[src/rtl/btb_assoc_param.sv]
// Set-associative branch target buffer: combinational lookup, registered update
// with true LRU and saturating direction counters, and a one-set-per-cycle flush engine.
module btb_assoc_param #(
    parameter int NUM_SETS    = 8,
    parameter int WAYS        = 2,
    parameter int CTR_W       = 2,
    parameter int ALLOC_ON_NT = 0
) (
    input  logic        clk,
    input  logic        rst,
    input  logic [31:0] lookup_pc,
    output logic        lookup_hit,
    output logic        lookup_taken,
    output logic [31:0] lookup_target,
    input  logic        update_valid,
    input  logic [31:0] update_pc,
    input  logic [31:0] update_target,
    input  logic        update_taken,
    input  logic        flush_req,
    output logic        flush_busy
);
    localparam int IDX_W = $clog2(NUM_SETS);
    localparam int AGE_W = $clog2(WAYS);
    localparam int TAG_W = 30 - IDX_W;
    localparam logic [CTR_W-1:0] CTR_MAX  = '1;
    localparam logic [CTR_W-1:0] CTR_WT   = {1'b1, {(CTR_W-1){1'b0}}};
    localparam logic [CTR_W-1:0] CTR_WNT  = CTR_WT - CTR_W'(1);
    localparam logic [IDX_W-1:0] LAST_SET = IDX_W'(NUM_SETS - 1);
    localparam logic [AGE_W-1:0] AGE_LRU  = AGE_W'(WAYS - 1);

    typedef enum logic {ST_IDLE, ST_FLUSH} state_t;

    logic             valid_q  [NUM_SETS][WAYS];
    logic             valid_d  [NUM_SETS][WAYS];
    logic [TAG_W-1:0] tag_q    [NUM_SETS][WAYS];
    logic [TAG_W-1:0] tag_d    [NUM_SETS][WAYS];
    logic [31:0]      target_q [NUM_SETS][WAYS];
    logic [31:0]      target_d [NUM_SETS][WAYS];
    logic [CTR_W-1:0] ctr_q    [NUM_SETS][WAYS];
    logic [CTR_W-1:0] ctr_d    [NUM_SETS][WAYS];
    logic [AGE_W-1:0] age_q    [NUM_SETS][WAYS];
    logic [AGE_W-1:0] age_d    [NUM_SETS][WAYS];

    state_t           state_q, state_d;
    logic [IDX_W-1:0] ptr_q, ptr_d;
    logic             flush_busy_q, flush_busy_d;

    logic [IDX_W-1:0] lk_idx, up_idx;
    logic [TAG_W-1:0] lk_tag, up_tag;
    logic             up_hit, has_inv, do_upd, do_touch;
    logic [AGE_W-1:0] hit_way, inv_way, lru_way, touch_way, touch_age;
    logic             unused_pc_bits;

    assign unused_pc_bits = ^{lookup_pc[1:0], update_pc[1:0]};
    assign flush_busy     = flush_busy_q;

    always_comb begin
        lk_idx        = lookup_pc[IDX_W+1:2];
        lk_tag        = lookup_pc[31:IDX_W+2];
        lookup_hit    = 1'b0;
        lookup_taken  = 1'b0;
        lookup_target = '0;
        // descending scan so the lowest matching way wins
        if (!flush_busy_q) begin
            for (int w = WAYS - 1; w >= 0; w--) begin
                if (valid_q[lk_idx][w] && tag_q[lk_idx][w] == lk_tag) begin
                    lookup_hit    = 1'b1;
                    lookup_taken  = ctr_q[lk_idx][w][CTR_W-1];
                    lookup_target = target_q[lk_idx][w];
                end
            end
        end
    end

    always_comb begin
        up_idx  = update_pc[IDX_W+1:2];
        up_tag  = update_pc[31:IDX_W+2];
        up_hit  = 1'b0;
        has_inv = 1'b0;
        hit_way = '0;
        inv_way = '0;
        lru_way = '0;
        for (int w = WAYS - 1; w >= 0; w--) begin
            if (valid_q[up_idx][w] && tag_q[up_idx][w] == up_tag) begin
                up_hit  = 1'b1;
                hit_way = AGE_W'(w);
            end
            if (!valid_q[up_idx][w]) begin
                has_inv = 1'b1;
                inv_way = AGE_W'(w);
            end
            if (age_q[up_idx][w] == AGE_LRU) lru_way = AGE_W'(w);
        end
    end

    always_comb begin
        valid_d   = valid_q;
        tag_d     = tag_q;
        target_d  = target_q;
        ctr_d     = ctr_q;
        age_d     = age_q;
        state_d   = state_q;
        ptr_d     = ptr_q;
        do_touch  = 1'b0;
        touch_way = '0;
        touch_age = '0;
        do_upd    = update_valid && (state_q == ST_IDLE) && !flush_req;

        case (state_q)
            ST_IDLE: begin
                if (flush_req) begin
                    state_d = ST_FLUSH;
                    ptr_d   = '0;
                end
            end
            ST_FLUSH: begin
                for (int w = 0; w < WAYS; w++) begin
                    valid_d[ptr_q][w]  = 1'b0;
                    ctr_d[ptr_q][w]    = '0;
                    target_d[ptr_q][w] = '0;
                    age_d[ptr_q][w]    = AGE_W'(w);
                end
                if (ptr_q == LAST_SET) state_d = ST_IDLE;
                else                   ptr_d   = ptr_q + IDX_W'(1);
            end
            default: state_d = ST_IDLE;
        endcase

        if (do_upd) begin
            if (up_hit) begin
                target_d[up_idx][hit_way] = update_target;
                if (update_taken && ctr_q[up_idx][hit_way] != CTR_MAX)
                    ctr_d[up_idx][hit_way] = ctr_q[up_idx][hit_way] + CTR_W'(1);
                else if (!update_taken && ctr_q[up_idx][hit_way] != '0)
                    ctr_d[up_idx][hit_way] = ctr_q[up_idx][hit_way] - CTR_W'(1);
                do_touch  = 1'b1;
                touch_way = hit_way;
            end else if (update_taken || ALLOC_ON_NT != 0) begin
                touch_way = has_inv ? inv_way : lru_way;
                valid_d[up_idx][touch_way]  = 1'b1;
                tag_d[up_idx][touch_way]    = up_tag;
                target_d[up_idx][touch_way] = update_target;
                ctr_d[up_idx][touch_way]    = update_taken ? CTR_WT : CTR_WNT;
                do_touch = 1'b1;
            end
        end

        // move the touched way to MRU; only younger ways age by one
        if (do_touch) begin
            touch_age = age_q[up_idx][touch_way];
            for (int w = 0; w < WAYS; w++) begin
                if (AGE_W'(w) == touch_way)
                    age_d[up_idx][w] = '0;
                else if (age_q[up_idx][w] < touch_age)
                    age_d[up_idx][w] = age_q[up_idx][w] + AGE_W'(1);
            end
        end

        flush_busy_d = (state_d == ST_FLUSH);
    end

    always_ff @(posedge clk or posedge rst) begin
        if (rst) begin
            for (int s = 0; s < NUM_SETS; s++) begin
                for (int w = 0; w < WAYS; w++) begin
                    valid_q[s][w]  <= 1'b0;
                    tag_q[s][w]    <= '0;
                    target_q[s][w] <= '0;
                    ctr_q[s][w]    <= '0;
                    age_q[s][w]    <= AGE_W'(w);
                end
            end
            state_q      <= ST_IDLE;
            ptr_q        <= '0;
            flush_busy_q <= 1'b0;
        end else begin
            valid_q      <= valid_d;
            tag_q        <= tag_d;
            target_q     <= target_d;
            ctr_q        <= ctr_d;
            age_q        <= age_d;
            state_q      <= state_d;
            ptr_q        <= ptr_d;
            flush_busy_q <= flush_busy_d;
        end
    end
endmodule

[config.mk]
export PLATFORM = sky130hd
export DESIGN_NAME = btb_assoc_param
export DESIGN_NICKNAME = d
export VERILOG_FILES = /design/src/rtl/btb_assoc_param.sv
export SDC_FILE = /design/constraint.sdc
export NUM_CORES = 2
export LEC_CHECK = 0
export CORE_ASPECT_RATIO = 1.5
export CORE_UTILIZATION = 63
export DETAILED_ROUTE_END_ITERATION = 10
export GPL_ROUTABILITY_DRIVEN = 0
export GPL_TIMING_DRIVEN = 0
export PLACE_DENSITY = 0.8
export REMOVE_ABC_BUFFERS = 1
export SKIP_CTS_REPAIR_TIMING = 1
export SLEW_MARGIN = 10
export SYNTH_ARGS = -nofsm -noshare
export SYNTH_HDL_FRONTEND = slang
export SYNTH_SLANG_ARGS = --single-unit
[constraint.sdc]
create_clock -name clk -period 43.1 [get_ports clk]
set_input_delay 6.465 -clock clk [delete_from_list [all_inputs] [get_ports clk]]
set_output_delay 6.465 -clock clk [all_outputs]
set_load 0.02 [all_outputs]
==> After elaboration in Yosys (flattened, before gate mapping) <==
Index checks and enable logic that the tools add are counted.
{ "word_totals": {"inputBits": 101, "regBits": 1012, "wordCells": 281} }
{ "op_classes": {"n_eq_ne": 8, "mux": 130, "addsub": 5, "order_cmp": 12, "n_reduce_logical": 17, "n_bitwise": 27} }
{ "ops": {"columns": ["op", "count"], "rows": [
  ["512-bit two-way mux", 4],
  ["512-bit bitwise AND", 2],
  ["512-bit bitwise mux", 2],
  ["512-bit inverter", 2],
  ["64-bit demux with 3-bit select", 4],
  ["432-bit bitwise mux", 1],
  ["32-bit two-way mux", 12],
  ["54-bit binary-select mux with 3-bit select", 2],
  ["64-bit two-way mux", 5],
  ["54-bit two-way mux", 5],
  ["64-bit binary-select mux with 3-bit select", 1],
  ["16-bit two-way mux", 11],
  ["54-bit demux with 3-bit select", 1],
  ["27-bit == test", 4],
  ["32-bit bitwise mux", 3],
  ["16-bit bitwise AND", 5],
  ["32-bit bitwise AND", 2],
  ["32-bit demux with 1-bit select", 2],
  ["16-bit inverter", 4],
  ["32-bit inverter", 2],
  ["4-bit demux with 3-bit select", 4],
  ["16-bit bitwise mux", 2],
  ["2-bit two-way mux", 16],
  ["16-bit OR", 2],
  ["31 further kinds", 101]
]} }

==> Logic depth before layout (Yosys ltp) <==
{ "depth": {"ltp_word": 22, "ltp_mapped": 22, "depth_no_buf": 15} }

==> Least setup slack after synthesis <==
Ideal clock, no wire load.
{ "synth_path": {"path_type": "in2out", "start": "input port lookup_pc[3]", "end": "output port lookup_target[22]", "t_required_ns": 36.635, "path_buffers": 7, "path_slack_ns": 26.527, "path_stages": 15, "arrival_time_ns": 10.108, "path_cell_list": "clkbuf_1 buf_2 buf_2 buf_1 clkbuf_1 mux4_2 mux2i_1 xnor2_1 nor4_1 nand4_1 nor4_1 o21ba_2 clkbuf_1 buf_2 o31a_1"} }
{ "synth_via": {"elab_chain_cells": 9, "word_cells_on_any_way": 17} }
{ "synth_rtl": {"columns": ["element", "line", "text"], "rows": [
  ["start: declaration", "11", "input logic [31:0] lookup_pc,"],
  ["3-bit inverter with 4-bit output (implied by the code) (*)", "66, 69", null],
  ["54-bit binary-select mux with 3-bit select", "66", "if (valid_q[lk_idx][w] && tag_q[lk_idx][w] == lk_tag) begin"],
  ["54-bit two-way mux (implied by the code) (2 in series)", "66", null],
  ["27-bit == test", "66", null],
  ["1-bit logical AND", "66", null],
  ["32-bit two-way mux", "66", null],
  ["32-bit two-way mux (*)", "66", null],
  ["32-bit two-way mux (*)", "64", "if (!flush_busy_q) begin"],
  ["end: declaration", "14", "output logic [31:0] lookup_target,"]
]} }
Every way passes the cells marked *; elsewhere a longest branch is shown, timed or not. The select of a mux whose other input is x is not followed.

==> Worst setup path in the final report <==
{ "layout_path": {"start": "input port lookup_pc[2]", "end": "output port lookup_target[11]"} }
The elaborated chain is that of the path after synthesis.

==> impl_metrics.csv <==
group,metric,value,unit
critical_path,cpMaxStageDelayCell,"or4_2",
grt,gr-total-overflow,0,
status,status,"finished, final reports clean",
synthesis,synthAdderAreaFrac,0.0009323,
synthesis,synth_compound_area_frac,0.06491,
synthesis,syn_area_per_cell,11.92,um2
critical_path,critPathCaptureType,"output pin",
synthesis,synthMuxAreaShare,0.3074,
synthesis,syn_inst,4502,
layout,drive_gt1_frac,0.2393,
sta,worst_pin_slew,1.391,ns
clocking,htree_levels,3,
sta,hold_viol,0,
synthesis,synth-seq-cells,1012,
synthesis,ys_seq_area_frac,0.4719,
synthesis,synth-simple-area-share,0.09820,
critical_path,critPathMaxFanout,65,
grt,first_global_vias,40920,
detailed_routing,drc,0,
die,row_count,130,
placed_design,port_buffers,131,
critical_path,cp.required,36.63,ns
synthesis,synth_edf_count,0,
sta,slew_headroom,0.07156,
pwr,power.density,43.51,nW/um2
grt,grt_start_max_net_pins,124,
sta,max_freq,50.23,MHz
placed_design,place_hpwl,96130,um
sta,finClkSkew,0.02189,ns
detailed_routing,vias,39130,
clocking,clk_pin_slew,0.06,ns
clocking,tritoncts,"built",
clocking,cts.sinks,1012,
synthesis,synthArstFlopShare,1.000,
pwr,leakage,0.02684,uW
detailed_routing,viasPerCell,6.986,
layout,area_growth,10.96,%
die,initial_utilization,0.6383,
hold_path,hold_class,"reg2reg",
critical_path,crit_path_start_kind,"input port",
sta,slew_viol_final,0,
layout,layout.nets,4505,
critical_path,crit_path_max_incr_delay,1.04,ns
job,cap_violations,0,
detailed_routing,drtIter0Drc,4101,
synthesis,synthXorXnorAreaFrac,0.01436,
grt,antenna_found_initial,6,
synthesis,yosysUniqueCellTypes,89,
synthesis,synth_top_family_by_area,"multiplexers",
synthesis,syn_area,53680,um2
die,die_h,359.5,um
sta,fin_setup_tns,0,ns
detailed_routing,wl_per_cell,28.37,um
critical_path,cp.arrival,13.44,ns
die,ios,136,
detailed_routing,final_antenna_net_count,0,
clocking,clock_latency,0.70,ns
grt,grt_pass1_wl,243400,um
critical_path,crit_chain,"buf_8 -> buf_16 -> mux4_2 -> mux2i_1 -> xor2_1 -> nand4_1 -> or4_2 -> buf_12 -> nor2_4 -> o21ba_4 -> o31a_1 -> clkdlybuf4s50_1",
sta,setup_viol,0,
critical_path,worstSetupPathType,"in2out",
clocking,cts_made_buffers,96,
sta,rsz0062_at_grt,"false",
synthesis,yosysWarnings,0,
die,dieArea,86400,um2
pwr,peakVddDrop,0.03666,mV
clocking,clockRootBuffer,"clkbuf_16",
sta,post-route-period-util,0.4619,
synthesis,synthFlopType,"dfrtp_1",
sta,fin_hold_ws,0.4852,ns
die,die_x,240.3,um
grt,grt_usage,0.3734,
detailed_routing,wl,158900,um
layout,fillers,5629,
sta,period_needed,19.91,ns
detailed_routing,drt_first_pass_iters,9,
clocking,cts_buffer_depth,3,
die,core,84090,um2
-- area by class of cell --
cell class	count	area, um2	share of cell area
antenna	4	10.01	0.0001680
clock buffer	149	2925	0.04911
clock inverter	24	167.7	0.002815
inverter	46	181.4	0.003046
multi-input combinational	3025	26330	0.4421
sequential	1012	25330	0.4253
tap	1122	1404	0.02357
timing repair buffer	219	3208	0.05386
-- logic make-up (layout without fill, tap and decap cells) --
group                      count (synthesis)  in the layout
muxes                                   1222           1222
and+or+nand+nor                         1175           1175
DFF                                     1012           1012
AOI/OAI and AO/OA                        536            536
buffers and inverters                    465            438
xor gates and xnor gates                  88             88
adders and majority gates                  4              4
other                                      0              4
-- Yosys cell counts, types with 38 or more instances --
library cell	instances	area, um2
dfrtp_1	1004	25120
clkbuf_1	210	788.3
mux2_2	451	5079
mux4_2	295	6644
nand2b_1	38	237.7
buf_4	65	488.0
a21oi_1	61	305.3
nand2_1	853	3202
xnor2_1	51	446.7
buf_2	98	490.5
o21ai_0	237	1186
mux2i_1	466	4664
-- stage by stage --
step                std cells  setup WS (ns)  area, um2  utilization  total power (uW)
global placement         5336         -3.082      54300       0.6457              1710
floorplan                4083          8.172      51580            -              1506
CTS                      5596          23.57      59530       0.7079              2581
finish                   5601          23.19      59560       0.7083              2591
detailed placement       5423          23.59      56440       0.6711              1742
global route             5598          23.12      59560       0.7082              2679
-- sequential cells by signal, summed over array words and instances, names as in the netlist --
signal / cells
tag_q: 432
target_q: 512
age_q: 16
flush_busy: 1
ptr_q: 3
valid_q: 16
ctr_q: 32
-- worst max-delay path, delay by kind of cell --
kind / cells / cell delay, ns
buffers and inverters: 4 / 1.91
muxes: 2 / 0.78
and+or+nand+nor: 3 / 1.94
AOI/OAI and AO/OA: 2 / 1.26
xor gates and xnor gates: 1 / 0.85
-- routing by layer --
metal / wire length, um / up-vias / global-route usage
met5: 43 / - / 0
li1: - / 16020 / -
met4: 11780 / 6 / 0.2524
met1: 56670 / 20130 / 0.4569
met3: 14260 / 685 / 0.08039
met2: 76170 / 2291 / 0.5932
-- cell usage in the layout (no fill, tap or decap), types with 13 or more instances in the layout --
| cell | n |
|---|---|
| nor4b_1 | 34 |
| a31oi_1 | 18 |
| mux2_2 | 451 |
| buf_16 | 42 |
| nor2_1 | 35 |
| a22oi_1 | 29 |
| xor2_1 | 37 |
| nor3_1 | 17 |
| mux4_2 | 295 |
| nand3_1 | 32 |
| nand2b_1 | 38 |
| clkdlybuf4s50_1 | 125 |
| dfrtp_1 | 1004 |
| o21ai_0 | 237 |
| nand2_1 | 850 |
| o31a_1 | 36 |
| buf_12 | 13 |
| buf_8 | 30 |
| a22o_1 | 19 |
| clkinv_2 | 22 |
| nand4_1 | 15 |
| clkinv_1 | 34 |
| clkbuf_1 | 24 |
| clkbuf_16 | 99 |
| a21oi_1 | 60 |
| nor4_1 | 22 |
| mux2i_1 | 466 |
| xnor2_1 | 51 |
| and3_1 | 37 |
| clkbuf_8 | 26 |
-- worst paths after layout --
| check | from | cells past startpoint | end | slack [ns] |
|---|---|---|---|---|
| worst max-delay path | lookup_pc[2] | 12 | lookup_target[11] | 23.19 |
| worst min-delay path | age_q[14] | 2 | age_q[14] | 0.49 |
| worst max register to register | tag_q[80] | 14 | ctr_q[30] | 37.26 |
| worst min register to register | age_q[14] | 2 | age_q[14] | 0.49 |
| max in group asynchronous | rst | 5 | tag_q[188] | 34.72 |
| min in group asynchronous | rst | 2 | target_q[92] | 6.34 |
-- power breakdown --
part / internal (uW) / switching [uW] / leakage, uW / total [uW]
registers: 1100 / 101 / 0.0139 / 1200
clock network: 471 / 372 / 0.00155 / 844
logic: 226 / 322 / 0.0114 / 548
total: 1800 / 795 / 0.0268 / 2590
Note: power is estimated with default switching activity, not from simulation.
